File: src/rtl/cpu_defs_pkg.sv
// ---------------------------------------------------------------------------
// cpu_defs_pkg
// Shared definitions for the hardwired control sequencer:
//   - opcode values carried in IR[31:27]
//   - ALU operation codes driven on alu_op
//   - sequencer state encodings (RESET, T0..T7, HALTED)
//   - bit positions inside the drv / ld / gr strobe vectors
//   - instruction class enumeration produced by cu_decode
// ---------------------------------------------------------------------------
package cpu_defs_pkg;

    // Opcodes
    localparam logic [4:0] OPC_LD   = 5'b00000;
    localparam logic [4:0] OPC_LDI  = 5'b00001;
    localparam logic [4:0] OPC_ST   = 5'b00010;
    localparam logic [4:0] OPC_ADD  = 5'b00011;
    localparam logic [4:0] OPC_AND  = 5'b00101;
    localparam logic [4:0] OPC_OR   = 5'b00110;
    localparam logic [4:0] OPC_ROL  = 5'b01011;
    localparam logic [4:0] OPC_ADDI = 5'b01100;
    localparam logic [4:0] OPC_ANDI = 5'b01101;
    localparam logic [4:0] OPC_ORI  = 5'b01110;
    localparam logic [4:0] OPC_MUL  = 5'b01111;
    localparam logic [4:0] OPC_DIV  = 5'b10000;
    localparam logic [4:0] OPC_NEG  = 5'b10001;
    localparam logic [4:0] OPC_NOT  = 5'b10010;
    localparam logic [4:0] OPC_MFHI = 5'b11000;
    localparam logic [4:0] OPC_MFLO = 5'b11001;
    localparam logic [4:0] OPC_NOP  = 5'b11010;
    localparam logic [4:0] OPC_HALT = 5'b11011;

    // ALU operation codes share the R-type opcode numbering
    localparam logic [4:0] ALU_ADD  = OPC_ADD;
    localparam logic [4:0] ALU_AND  = OPC_AND;
    localparam logic [4:0] ALU_OR   = OPC_OR;
    localparam logic [4:0] ALU_NONE = 5'b00000;

    // Sequencer states
    localparam logic [3:0] ST_RESET  = 4'd0;
    localparam logic [3:0] ST_T0     = 4'd1;
    localparam logic [3:0] ST_T1     = 4'd2;
    localparam logic [3:0] ST_T2     = 4'd3;
    localparam logic [3:0] ST_T3     = 4'd4;
    localparam logic [3:0] ST_T4     = 4'd5;
    localparam logic [3:0] ST_T5     = 4'd6;
    localparam logic [3:0] ST_T6     = 4'd7;
    localparam logic [3:0] ST_T7     = 4'd8;
    localparam logic [3:0] ST_HALTED = 4'd9;

    // drv = {PCout,Zhighout,Zlowout,MDRout,HIout,LOout,Cout,BAout,Rout}
    localparam int DRV_PCOUT  = 8;
    localparam int DRV_ZHOUT  = 7;
    localparam int DRV_ZLOUT  = 6;
    localparam int DRV_MDROUT = 5;
    localparam int DRV_HIOUT  = 4;
    localparam int DRV_LOOUT  = 3;
    localparam int DRV_COUT   = 2;
    localparam int DRV_BAOUT  = 1;
    localparam int DRV_ROUT   = 0;

    // ld = {PCin,IRin,MARin,MDRin,Yin,Zin,HIin,LOin,Rin}
    localparam int LD_PCIN  = 8;
    localparam int LD_IRIN  = 7;
    localparam int LD_MARIN = 6;
    localparam int LD_MDRIN = 5;
    localparam int LD_YIN   = 4;
    localparam int LD_ZIN   = 3;
    localparam int LD_HIIN  = 2;
    localparam int LD_LOIN  = 1;
    localparam int LD_RIN   = 0;

    // gr = {Gra,Grb,Grc}
    localparam int GR_A = 2;
    localparam int GR_B = 1;
    localparam int GR_C = 0;

    typedef enum logic [3:0] {
        CLS_NOP,
        CLS_RTYPE,
        CLS_IMM,
        CLS_UNARY,
        CLS_MULDIV,
        CLS_LD,
        CLS_LDI,
        CLS_ST,
        CLS_MFHI,
        CLS_MFLO,
        CLS_HALT,
        CLS_ILLEGAL
    } cls_t;

    function automatic logic in_range(input logic [4:0] v,
                                      input logic [4:0] lo,
                                      input logic [4:0] hi);
        return (v >= lo) && (v <= hi);
    endfunction

endpackage

File: src/rtl/cu_decode.sv
// ---------------------------------------------------------------------------
// cu_decode
// Combinational opcode decoder: maps IR[31:27] to an instruction class and
// the ALU operation the sequence will use.
// Build option: CU_MULDIV_EN -- when undefined, mul/div decode as illegal.
// Ports:
//   i_opcode  in   OPC_W  opcode field
//   o_cls     out  cls_t  instruction class
//   o_alu_op  out  OPC_W  ALU operation code
// ---------------------------------------------------------------------------
module cu_decode
    import cpu_defs_pkg::*;
#(
    parameter int OPC_W = 5
) (
    input  logic [OPC_W-1:0] i_opcode,
    output cls_t             o_cls,
    output logic [OPC_W-1:0] o_alu_op
);

    logic [4:0] w_opc;
    logic [4:0] w_alu;

    assign w_opc    = 5'(i_opcode);
    assign o_alu_op = OPC_W'(w_alu);

    always_comb begin
        o_cls = CLS_ILLEGAL;
        w_alu = ALU_NONE;
        if (in_range(w_opc, OPC_ADD, OPC_ROL)) begin
            o_cls = CLS_RTYPE;
            w_alu = w_opc;
        end else begin
            case (w_opc)
                OPC_ADDI: begin o_cls = CLS_IMM; w_alu = ALU_ADD; end
                OPC_ANDI: begin o_cls = CLS_IMM; w_alu = ALU_AND; end
                OPC_ORI:  begin o_cls = CLS_IMM; w_alu = ALU_OR;  end
                OPC_NEG,
                OPC_NOT:  begin o_cls = CLS_UNARY; w_alu = w_opc; end
`ifdef CU_MULDIV_EN
                OPC_MUL,
                OPC_DIV:  begin o_cls = CLS_MULDIV; w_alu = w_opc; end
`else
                OPC_MUL,
                OPC_DIV:  o_cls = CLS_ILLEGAL;
`endif
                // Effective-address computation is an add of base and constant
                OPC_LD:   begin o_cls = CLS_LD;  w_alu = ALU_ADD; end
                OPC_LDI:  begin o_cls = CLS_LDI; w_alu = ALU_ADD; end
                OPC_ST:   begin o_cls = CLS_ST;  w_alu = ALU_ADD; end
                OPC_MFHI: o_cls = CLS_MFHI;
                OPC_MFLO: o_cls = CLS_MFLO;
                OPC_NOP:  o_cls = CLS_NOP;
                OPC_HALT: o_cls = CLS_HALT;
                default:  o_cls = CLS_ILLEGAL;
            endcase
        end
    end

endmodule

File: src/rtl/control_unit.sv
// ---------------------------------------------------------------------------
// control_unit
// Hardwired Moore control sequencer for the datapath. Fetches (T0..T2),
// decodes IR[31:27], steps T3..T7 per instruction class and returns to T0,
// or to HALTED on halt / Stop at an instruction boundary.
// Build option: CU_MULDIV_EN -- enables the mul/div sequence; when undefined
// mul/div are illegal and HIin/LOin are tied low.
// Ports:
//   Clock    in   1      rising-edge clock
//   Clear    in   1      asynchronous active-low reset
//   IR       in   IR_W   instruction register contents
//   Stop     in   1      halt request, honoured only at instruction boundary
//   drv      out  9      bus drivers {PCout,Zhighout,Zlowout,MDRout,HIout,LOout,Cout,BAout,Rout}
//   ld       out  9      register loads {PCin,IRin,MARin,MDRin,Yin,Zin,HIin,LOin,Rin}
//   gr       out  3      {Gra,Grb,Grc}
//   IncPC    out  1      ALU computes PC+1
//   Read     out  1      memory read / MDR from Mdatain
//   Write    out  1      memory write
//   alu_op   out  OPC_W  ALU operation, captured at the end of T2
//   Run      out  1      executing (0 in RESET/HALTED)
//   Illegal  out  1      one-cycle pulse on unsupported opcode
// ---------------------------------------------------------------------------
module control_unit
    import cpu_defs_pkg::*;
#(
    parameter int IR_W     = 32,
    parameter int OPC_W    = 5,
    parameter int MEM_WAIT = 0
) (
    input  logic             Clock,
    input  logic             Clear,
    input  logic [IR_W-1:0]  IR,
    input  logic             Stop,
    output logic [8:0]       drv,
    output logic [8:0]       ld,
    output logic [2:0]       gr,
    output logic             IncPC,
    output logic             Read,
    output logic             Write,
    output logic [OPC_W-1:0] alu_op,
    output logic             Run,
    output logic             Illegal
);

    localparam logic [1:0] WAIT_INIT = 2'(MEM_WAIT);

    logic [3:0]       r_state;
    logic [1:0]       r_wait;
    cls_t             r_cls;
    logic [OPC_W-1:0] r_alu_op;

    logic [OPC_W-1:0] w_opcode;
    cls_t             w_dec_cls;
    logic [OPC_W-1:0] w_dec_alu;
    logic [3:0]       w_state_next;
    logic [1:0]       w_wait_next;
    logic             w_last_step;
    logic             w_unused_ir;

    assign w_opcode    = IR[IR_W-1 -: OPC_W];
    assign w_unused_ir = ^IR[IR_W-OPC_W-1:0];

    cu_decode #(
        .OPC_W (OPC_W)
    ) u_decode (
        .i_opcode (w_opcode),
        .o_cls    (w_dec_cls),
        .o_alu_op (w_dec_alu)
    );

    // Next-state logic. T2 steers on the live decode because nop/halt leave
    // from T2; later steps use the class captured at the end of T2.
    always_comb begin
        w_state_next = r_state;
        w_wait_next  = r_wait;
        w_last_step  = 1'b0;
        case (r_state)
            ST_RESET: w_state_next = ST_T0;
            ST_T0: begin
                w_state_next = ST_T1;
                w_wait_next  = WAIT_INIT;
            end
            ST_T1: begin
                if (r_wait == 2'd0) w_state_next = ST_T2;
                else                w_wait_next  = r_wait - 2'd1;
            end
            ST_T2: begin
                case (w_dec_cls)
                    CLS_NOP:  w_last_step  = 1'b1;
                    CLS_HALT: w_state_next = ST_HALTED;
                    default:  w_state_next = ST_T3;
                endcase
            end
            ST_T3: begin
                case (r_cls)
                    CLS_MFHI, CLS_MFLO, CLS_ILLEGAL: w_last_step  = 1'b1;
                    default:                         w_state_next = ST_T4;
                endcase
            end
            ST_T4: begin
                if (r_cls == CLS_UNARY) w_last_step  = 1'b1;
                else                    w_state_next = ST_T5;
            end
            ST_T5: begin
                case (r_cls)
                    CLS_LD: begin
                        w_state_next = ST_T6;
                        w_wait_next  = WAIT_INIT;
                    end
                    CLS_ST, CLS_MULDIV: w_state_next = ST_T6;
                    default:            w_last_step  = 1'b1;
                endcase
            end
            ST_T6: begin
                case (r_cls)
                    CLS_LD: begin
                        if (r_wait == 2'd0) w_state_next = ST_T7;
                        else                w_wait_next  = r_wait - 2'd1;
                    end
                    CLS_ST:  w_state_next = ST_T7;
                    default: w_last_step  = 1'b1;
                endcase
            end
            ST_T7:     w_last_step  = 1'b1;
            ST_HALTED: w_state_next = ST_HALTED;
            default:   w_state_next = ST_RESET;
        endcase
        // Stop is only honoured at the instruction boundary
        if (w_last_step) begin
            w_state_next = Stop ? ST_HALTED : ST_T0;
        end
    end

    always_ff @(posedge Clock or negedge Clear) begin
        if (!Clear) begin
            r_state  <= ST_RESET;
            r_wait   <= 2'd0;
            r_cls    <= CLS_NOP;
            r_alu_op <= '0;
        end else begin
            r_state <= w_state_next;
            r_wait  <= w_wait_next;
            if (r_state == ST_T2) begin
                r_cls    <= w_dec_cls;
                r_alu_op <= w_dec_alu;
            end
        end
    end

    assign Run    = (r_state != ST_RESET) && (r_state != ST_HALTED);
    assign alu_op = Run ? r_alu_op : '0;

    // Moore output decode: state register and captured class only
    always_comb begin
        drv     = '0;
        ld      = '0;
        gr      = '0;
        IncPC   = 1'b0;
        Read    = 1'b0;
        Write   = 1'b0;
        Illegal = 1'b0;
        case (r_state)
            ST_T0: begin
                drv[DRV_PCOUT] = 1'b1;
                ld[LD_MARIN]   = 1'b1;
                ld[LD_ZIN]     = 1'b1;
                IncPC          = 1'b1;
            end
            ST_T1: begin
                drv[DRV_ZLOUT] = 1'b1;
                ld[LD_PCIN]    = 1'b1;
                ld[LD_MDRIN]   = 1'b1;
                Read           = 1'b1;
            end
            ST_T2: begin
                drv[DRV_MDROUT] = 1'b1;
                ld[LD_IRIN]     = 1'b1;
            end
            ST_T3: begin
                case (r_cls)
                    CLS_RTYPE, CLS_IMM: begin
                        gr[GR_B] = 1'b1; drv[DRV_ROUT] = 1'b1; ld[LD_YIN] = 1'b1;
                    end
                    CLS_UNARY: begin
                        gr[GR_B] = 1'b1; drv[DRV_ROUT] = 1'b1; ld[LD_ZIN] = 1'b1;
                    end
                    CLS_MULDIV: begin
                        gr[GR_A] = 1'b1; drv[DRV_ROUT] = 1'b1; ld[LD_YIN] = 1'b1;
                    end
                    CLS_LD, CLS_LDI, CLS_ST: begin
                        gr[GR_B] = 1'b1; drv[DRV_BAOUT] = 1'b1; ld[LD_YIN] = 1'b1;
                    end
                    CLS_MFHI: begin
                        drv[DRV_HIOUT] = 1'b1; gr[GR_A] = 1'b1; ld[LD_RIN] = 1'b1;
                    end
                    CLS_MFLO: begin
                        drv[DRV_LOOUT] = 1'b1; gr[GR_A] = 1'b1; ld[LD_RIN] = 1'b1;
                    end
                    CLS_ILLEGAL: Illegal = 1'b1;
                    default: ;
                endcase
            end
            ST_T4: begin
                case (r_cls)
                    CLS_RTYPE: begin
                        gr[GR_C] = 1'b1; drv[DRV_ROUT] = 1'b1; ld[LD_ZIN] = 1'b1;
                    end
                    CLS_IMM, CLS_LD, CLS_LDI, CLS_ST: begin
                        drv[DRV_COUT] = 1'b1; ld[LD_ZIN] = 1'b1;
                    end
                    CLS_UNARY: begin
                        drv[DRV_ZLOUT] = 1'b1; gr[GR_A] = 1'b1; ld[LD_RIN] = 1'b1;
                    end
                    CLS_MULDIV: begin
                        gr[GR_B] = 1'b1; drv[DRV_ROUT] = 1'b1; ld[LD_ZIN] = 1'b1;
                    end
                    default: ;
                endcase
            end
            ST_T5: begin
                case (r_cls)
                    CLS_RTYPE, CLS_IMM, CLS_LDI: begin
                        drv[DRV_ZLOUT] = 1'b1; gr[GR_A] = 1'b1; ld[LD_RIN] = 1'b1;
                    end
                    CLS_LD, CLS_ST: begin
                        drv[DRV_ZLOUT] = 1'b1; ld[LD_MARIN] = 1'b1;
                    end
                    CLS_MULDIV: begin
                        drv[DRV_ZLOUT] = 1'b1; ld[LD_LOIN] = 1'b1;
                    end
                    default: ;
                endcase
            end
            ST_T6: begin
                case (r_cls)
                    CLS_LD: begin
                        Read = 1'b1; ld[LD_MDRIN] = 1'b1;
                    end
                    // Store routes the register into MDR, not memory data
                    CLS_ST: begin
                        gr[GR_A] = 1'b1; drv[DRV_ROUT] = 1'b1; ld[LD_MDRIN] = 1'b1;
                    end
                    CLS_MULDIV: begin
                        drv[DRV_ZHOUT] = 1'b1; ld[LD_HIIN] = 1'b1;
                    end
                    default: ;
                endcase
            end
            ST_T7: begin
                case (r_cls)
                    CLS_LD: begin
                        drv[DRV_MDROUT] = 1'b1; gr[GR_A] = 1'b1; ld[LD_RIN] = 1'b1;
                    end
                    CLS_ST:  Write = 1'b1;
                    default: ;
                endcase
            end
            default: ;
        endcase
`ifndef CU_MULDIV_EN
        ld[LD_HIIN] = 1'b0;
        ld[LD_LOIN] = 1'b0;
`endif
    end

endmodule

File: config.mk
export PLATFORM = sky130hd
export DESIGN_NAME = control_unit
export DESIGN_NICKNAME = d
export VERILOG_FILES = /design/src/rtl/cpu_defs_pkg.sv /design/src/rtl/cu_decode.sv /design/src/rtl/control_unit.sv
export SDC_FILE = /design/constraint.sdc
export NUM_CORES = 1
export LEC_CHECK = 0
export BUFFER_PORTS_ARGS = -buffer_cell sky130_fd_sc_hd__clkbuf_2
export CAP_MARGIN = 20
export CORE_MARGIN = 5
export CORE_UTILIZATION = 48
export CTS_CLUSTER_SIZE = 20
export DETAILED_ROUTE_END_ITERATION = 10
export PLACE_DENSITY_LB_ADDON = 0.08
export SLEW_MARGIN = 10
export SYNTH_ARGS = -nofsm -noshare
export SYNTH_HDL_FRONTEND = slang
export SYNTH_SLANG_ARGS = --single-unit
File: constraint.sdc
create_clock -name Clock -period 2.3 [get_ports Clock]
set_clock_uncertainty 0.15 [all_clocks]
set_input_delay 0.345 -clock Clock [delete_from_list [all_inputs] [get_ports Clock]]
set_output_delay 0.345 -clock Clock [all_outputs]
set_load 0.1 [all_outputs]
==> results by group, run 1 <==
Run status
  – Status: aborted with a tool error
  – Stop stage: global routing (5_1_grt)
  – Stop Error: [ERROR DPL-0033] detailed placement checks failed during check placement.

Die
  – Die Width: 67.0 um
  – Core Rows: 20
  – Die height: 67.0 um
  – Starting density of the core: 50.7%
  – I/O pin total: 66

Synth
  – Leading area contributor after synthesis: dfrtp_1
  – Main synth FF type: dfrtp_1
  – Mean area per synthesized cell: 7.29 sq um
  – Asr flop ratio synth: 100%
  – Post-synthesis sequential area ratio: 24.1%
  – Post-Synthesis Cell Area: 1560 sq um
  – Netlist cell types: 56
  – Commonest cells post-synth: nand2_1 (24), nor2_1 (23), dfrtp_1 (15)
  – EDFF count, synth: 0
  – Yosys warns: 0
  – Count leader, synth: nand2_1
  – Synth top area cells: dfrtp_1 (24%), nand2_1 (5.8%), nor2_1 (5.5%), nor3_1 (4.5%), buf_2 (3.8%)
  – Post-synth top area share: 24.1%
  – Synthesized instance count: 214
  – Register bit count reported by yosys: 15

Placement
  – PortBufs: 36
  – Gpl congestion: 0.927
  – DP HPWL: 3940 um

Clock network
  – Clk sinks: 15
  – Clock tree root driver cell: clkbuf_4
  – Worst-case clock buffer depth: 2
  – TritonCTS buffer count: 3
  – Htree depth: 1

STA
  – GRT repair_timing worst endpoint: gr[2]
  – Worst EP Category: top-level output

GRT
  – Largest net degree at the start of global routing: 19
  – Antenna violations before repair: 0
timing repair:
item,4_1_cts
hold endpoints to repair,15
endpoints found under the setup margin,24
pin swaps,17
cloned,0
hold buffers,1
setup buffers,13
resized for setup,36
logic make-up after synthesis:
logic type | count (synthesis) | synth area share [%]
other | 1 | 0.240
and+or+nand+nor | 106 | 36.0
buffers and inverters | 32 | 10.3
muxes | 3 | 2.00
xor gates and xnor gates | 4 | 2.25
DFF | 15 | 24.1
AOI/OAI and AO/OA | 50 | 23.0
adders and majority gates | 3 | 2.08
stage by stage:
step,hold slack [ns],setup slack (ns),instance area (sq um),cells
CTS,0.0973,-0.102,2780,314
detailed placement,0.135,0.0707,2520,296
global placement,0.126,0.103,2520,296
floorplan,-0.101,-0.399,1830,215
==> run 2: changes to the inputs <==
Settings changed: CORE_UTILIZATION 48 to 40, CTS_CLUSTER_SIZE 20 to not set, PLACE_DENSITY_LB_ADDON 0.08 to 0.15.
==> results by group, run 2 <==
Worst hold path
  – Worst min path class: in2reg

Worst setup path
  – Max FO, Critical Path: 7
  – WP data required: 1.80 ns
  – CP endpoint kind: primary output
  – Critical path class: reg2out
  – CP arrival: 1.91 ns
  – Startpoint types: flop

Synth
  – Post-synthesis sequential area ratio: 24.1% (unchanged)
  – Post-synth top area share: 24.1% (unchanged)
  – Netlist cell types: 56 (unchanged)
  – Main synth FF type: dfrtp_1
  – Synth top area cells: dfrtp_1 (24%), nand2_1 (5.8%), nor2_1 (5.5%), nor3_1 (4.5%), buf_2 (3.8%)
  – Leading area contributor after synthesis: dfrtp_1
  – Asr flop ratio synth: 100% (unchanged)
  – EDFF count, synth: 0 (unchanged)
  – Post-Synthesis Cell Area: 1560 sq um (unchanged)
  – Register bit count reported by yosys: 15 (unchanged)
  – Commonest cells post-synth: nand2_1 (24), nor2_1 (23), dfrtp_1 (15)
  – Mean area per synthesized cell: 7.29 sq um (unchanged)
  – Synthesized instance count: 214 (unchanged)
  – Yosys warns: 0 (unchanged)
  – Count leader, synth: nand2_1

Route
  – Vias: 1770
  – DRT Wirelength: 4940 um
  – DRC viols: 0
  – DR iter-0 viols: 187
  – Vias per inst: 5.64
  – Final ANT Viol Nets: 0
  – Wirelength per Cell: 15.7 um
  – Pre-Repair DR Iteration Count: 4

Layout
  – Fin util: 74.8%
  – Layout Cells excl Fill: 314
  – Share of layout cells above drive strength 1: 50.8%
  – Commonest cells after routing, fill and taps aside: buf_12 (30), nand2_1 (23), buf_4 (22)
  – Most flop-heavy register: r_alu_op
  – Regs by FF count: r_alu_op (5), r_cls (4), r_state (4)
  – Area Overhead vs Synth: 78.3%
  – Final Cell Area: 2780 sq um
  – N_diodes: 0
  – Max reg flops: 5
  – Final layout net count: 303
  – Most common cell after layout, fill and taps aside: buf_12

Clock network
  – Htree depth: 1 (unchanged)
  – Clk sinks: 15 (unchanged)
  – Worst-case clock buffer depth: 2 (unchanged)
  – Worst skew pair latency: 0.25 ns
  – Clock tree root driver cell: clkbuf_8
  – TritonCTS buffer count: 3 (unchanged)
  – CTS tree: yes
  – Clock transition at the registers of the reported paths: 0.06 ns

Placement
  – PortBufs: 36 (unchanged)
  – Gpl congestion: 0.833 (-10%)
  – DP HPWL: 3650 um (-7.5%)
  – Area after DPL: 2520 sq um (about the same)
  – Placed cell count: 298 (+0.68%)

Power and ir drop
  – Leakage power: 1.15 nW
  – Final Total Pwr: 4.70 mW
  – Peak supply drop: 0.00141 V
  – Power per cell area: 1690 nW/um^2

GRT
  – Antenna violations before repair: 0
  – GR met3 Demand/Resource: 2.63%
  – Layer carrying the most global-route usage: met2
  – Vias in the first global route: 1626
  – GR Util All Layers: 18.6%
  – First-pass GRT wire length: 7930 um
  – M2 GR Usage: 34.2%
  – Largest net degree at the start of global routing: 21
  – Met1 usage: 23.3%
  – Grt ovf: 0

Die
  – Die height: 72.5 um (+8.1%)
  – Die Width: 72.5 um (+8.1%)
  – DIE AREA: 5250 sq um
  – I/O pin total: 66 (unchanged)
  – Core Rows: 22 (+10%)
  – CORE AREA: 3720 sq um
  – Starting density of the core: 42.0% (-8.7 points)

Run status
  – Failing checks: setup timing
  – Status: finished, violations left

STA
  – Min cycle time layout: 2.41 ns
  – Final setup viols: 11
  – Final hold violations: 0
  – Final setup margin: -0.109 ns
  – Slew Viols, Final: 0
  – Fmax: 415 MHz
  – Unrepaired setup endpoints after global routing: yes
  – Final Cycle Share: 105%

Job
  – Max Cap Violations: 0
[run 2: worst paths after layout]
kind                              from  slack (ns)  cells past startpoint     endpoint
max in group asynchronous        Clear        1.28                      2   r_state[1]
min                               Stop        0.18                      3   r_state[3]
min reg2reg                r_alu_op[4]        0.34                      2  r_alu_op[4]
max                         r_state[3]       -0.11                      6       drv[0]
min in group asynchronous        Clear        0.40                      2  r_alu_op[1]
max reg2reg                 r_state[3]        0.14                      7    r_wait[1]
[run 2: where the power goes]
| group | internal (mW) | switching (mW) | leakage, nW |
|---|---|---|---|
| Sequential | 0.387 | 0.147 | 0.186 |
| Combinational | 1.56 | 2.38 | 0.942 |
| Clock | 0.120 | 0.0985 | 0.0255 |
| Total | 2.07 | 2.63 | 1.15 |
[run 2: critical path: stages (launching register included)]
cell	delay, ns
dfrtp_2	0.46
nand2b_4	0.20
nor2_4	0.16
a21oi_2	0.07
a2bb2oi_2	0.15
o41ai_4	0.40
buf_12	0.22
[run 2: layer usage]
layer,up-vias,wire (um)
li1,863,-
met1,850,2110
met2,51,2600
met3,6,178
met4,0,46
met5,-,0
[run 2: through the flow]
step | hold WS [ns] | worst slack [ns] | TNS, ns
2_1_floorplan | -0.101 | -0.399 | -2.16
3_3_place_gp | 0.143 | 0.153 | 0
3_5_place_dp | 0.143 | 0.111 | 0
4_1_cts | 0.167 | -0.0515 | -0.121
5_1_grt | 0.223 | -0.192 | -0.944
6_report | 0.178 | -0.109 | -0.420
[run 2: final cells by class]
class | count | area (sq um)
multi-input cells | 168 | 1350
fillers | 268 | 935
repair buffers | 68 | 901
flip-flops and latches | 15 | 382
well taps | 48 | 60.1
inverters | 11 | 45.0
clock buffers | 3 | 41.3
clock inverters | 1 | 5.00
[run 2: what timing repair did]
item                                   in CTS  in global routing
hold buffers                                1                  0
setup buffers                               4                  7
endpoints found under the hold margin      15                  0
pin swaps                                   6                 13
resized for setup                          13                 22
setup endpoints to repair                  17                 21
[run 2: cells by family (layout without fill, tap and decap cells)]
| kind of cell | after synthesis | in the layout | synth area share (%) |
|---|---|---|---|
| buffers and inverters | 32 | 83 | 10.3 |
| DFF | 15 | 15 | 24.1 |
| xor gates and xnor gates | 4 | 4 | 2.25 |
| adders and majority gates | 3 | 3 | 2.08 |
| and+or+nand+nor | 106 | 106 | 36.0 |
| muxes | 3 | 3 | 2.00 |
| AOI/OAI and AO/OA | 50 | 50 | 23.0 |
| other | 1 | 2 | 0.240 |
Note: power is estimated with default switching activity, not from simulation.
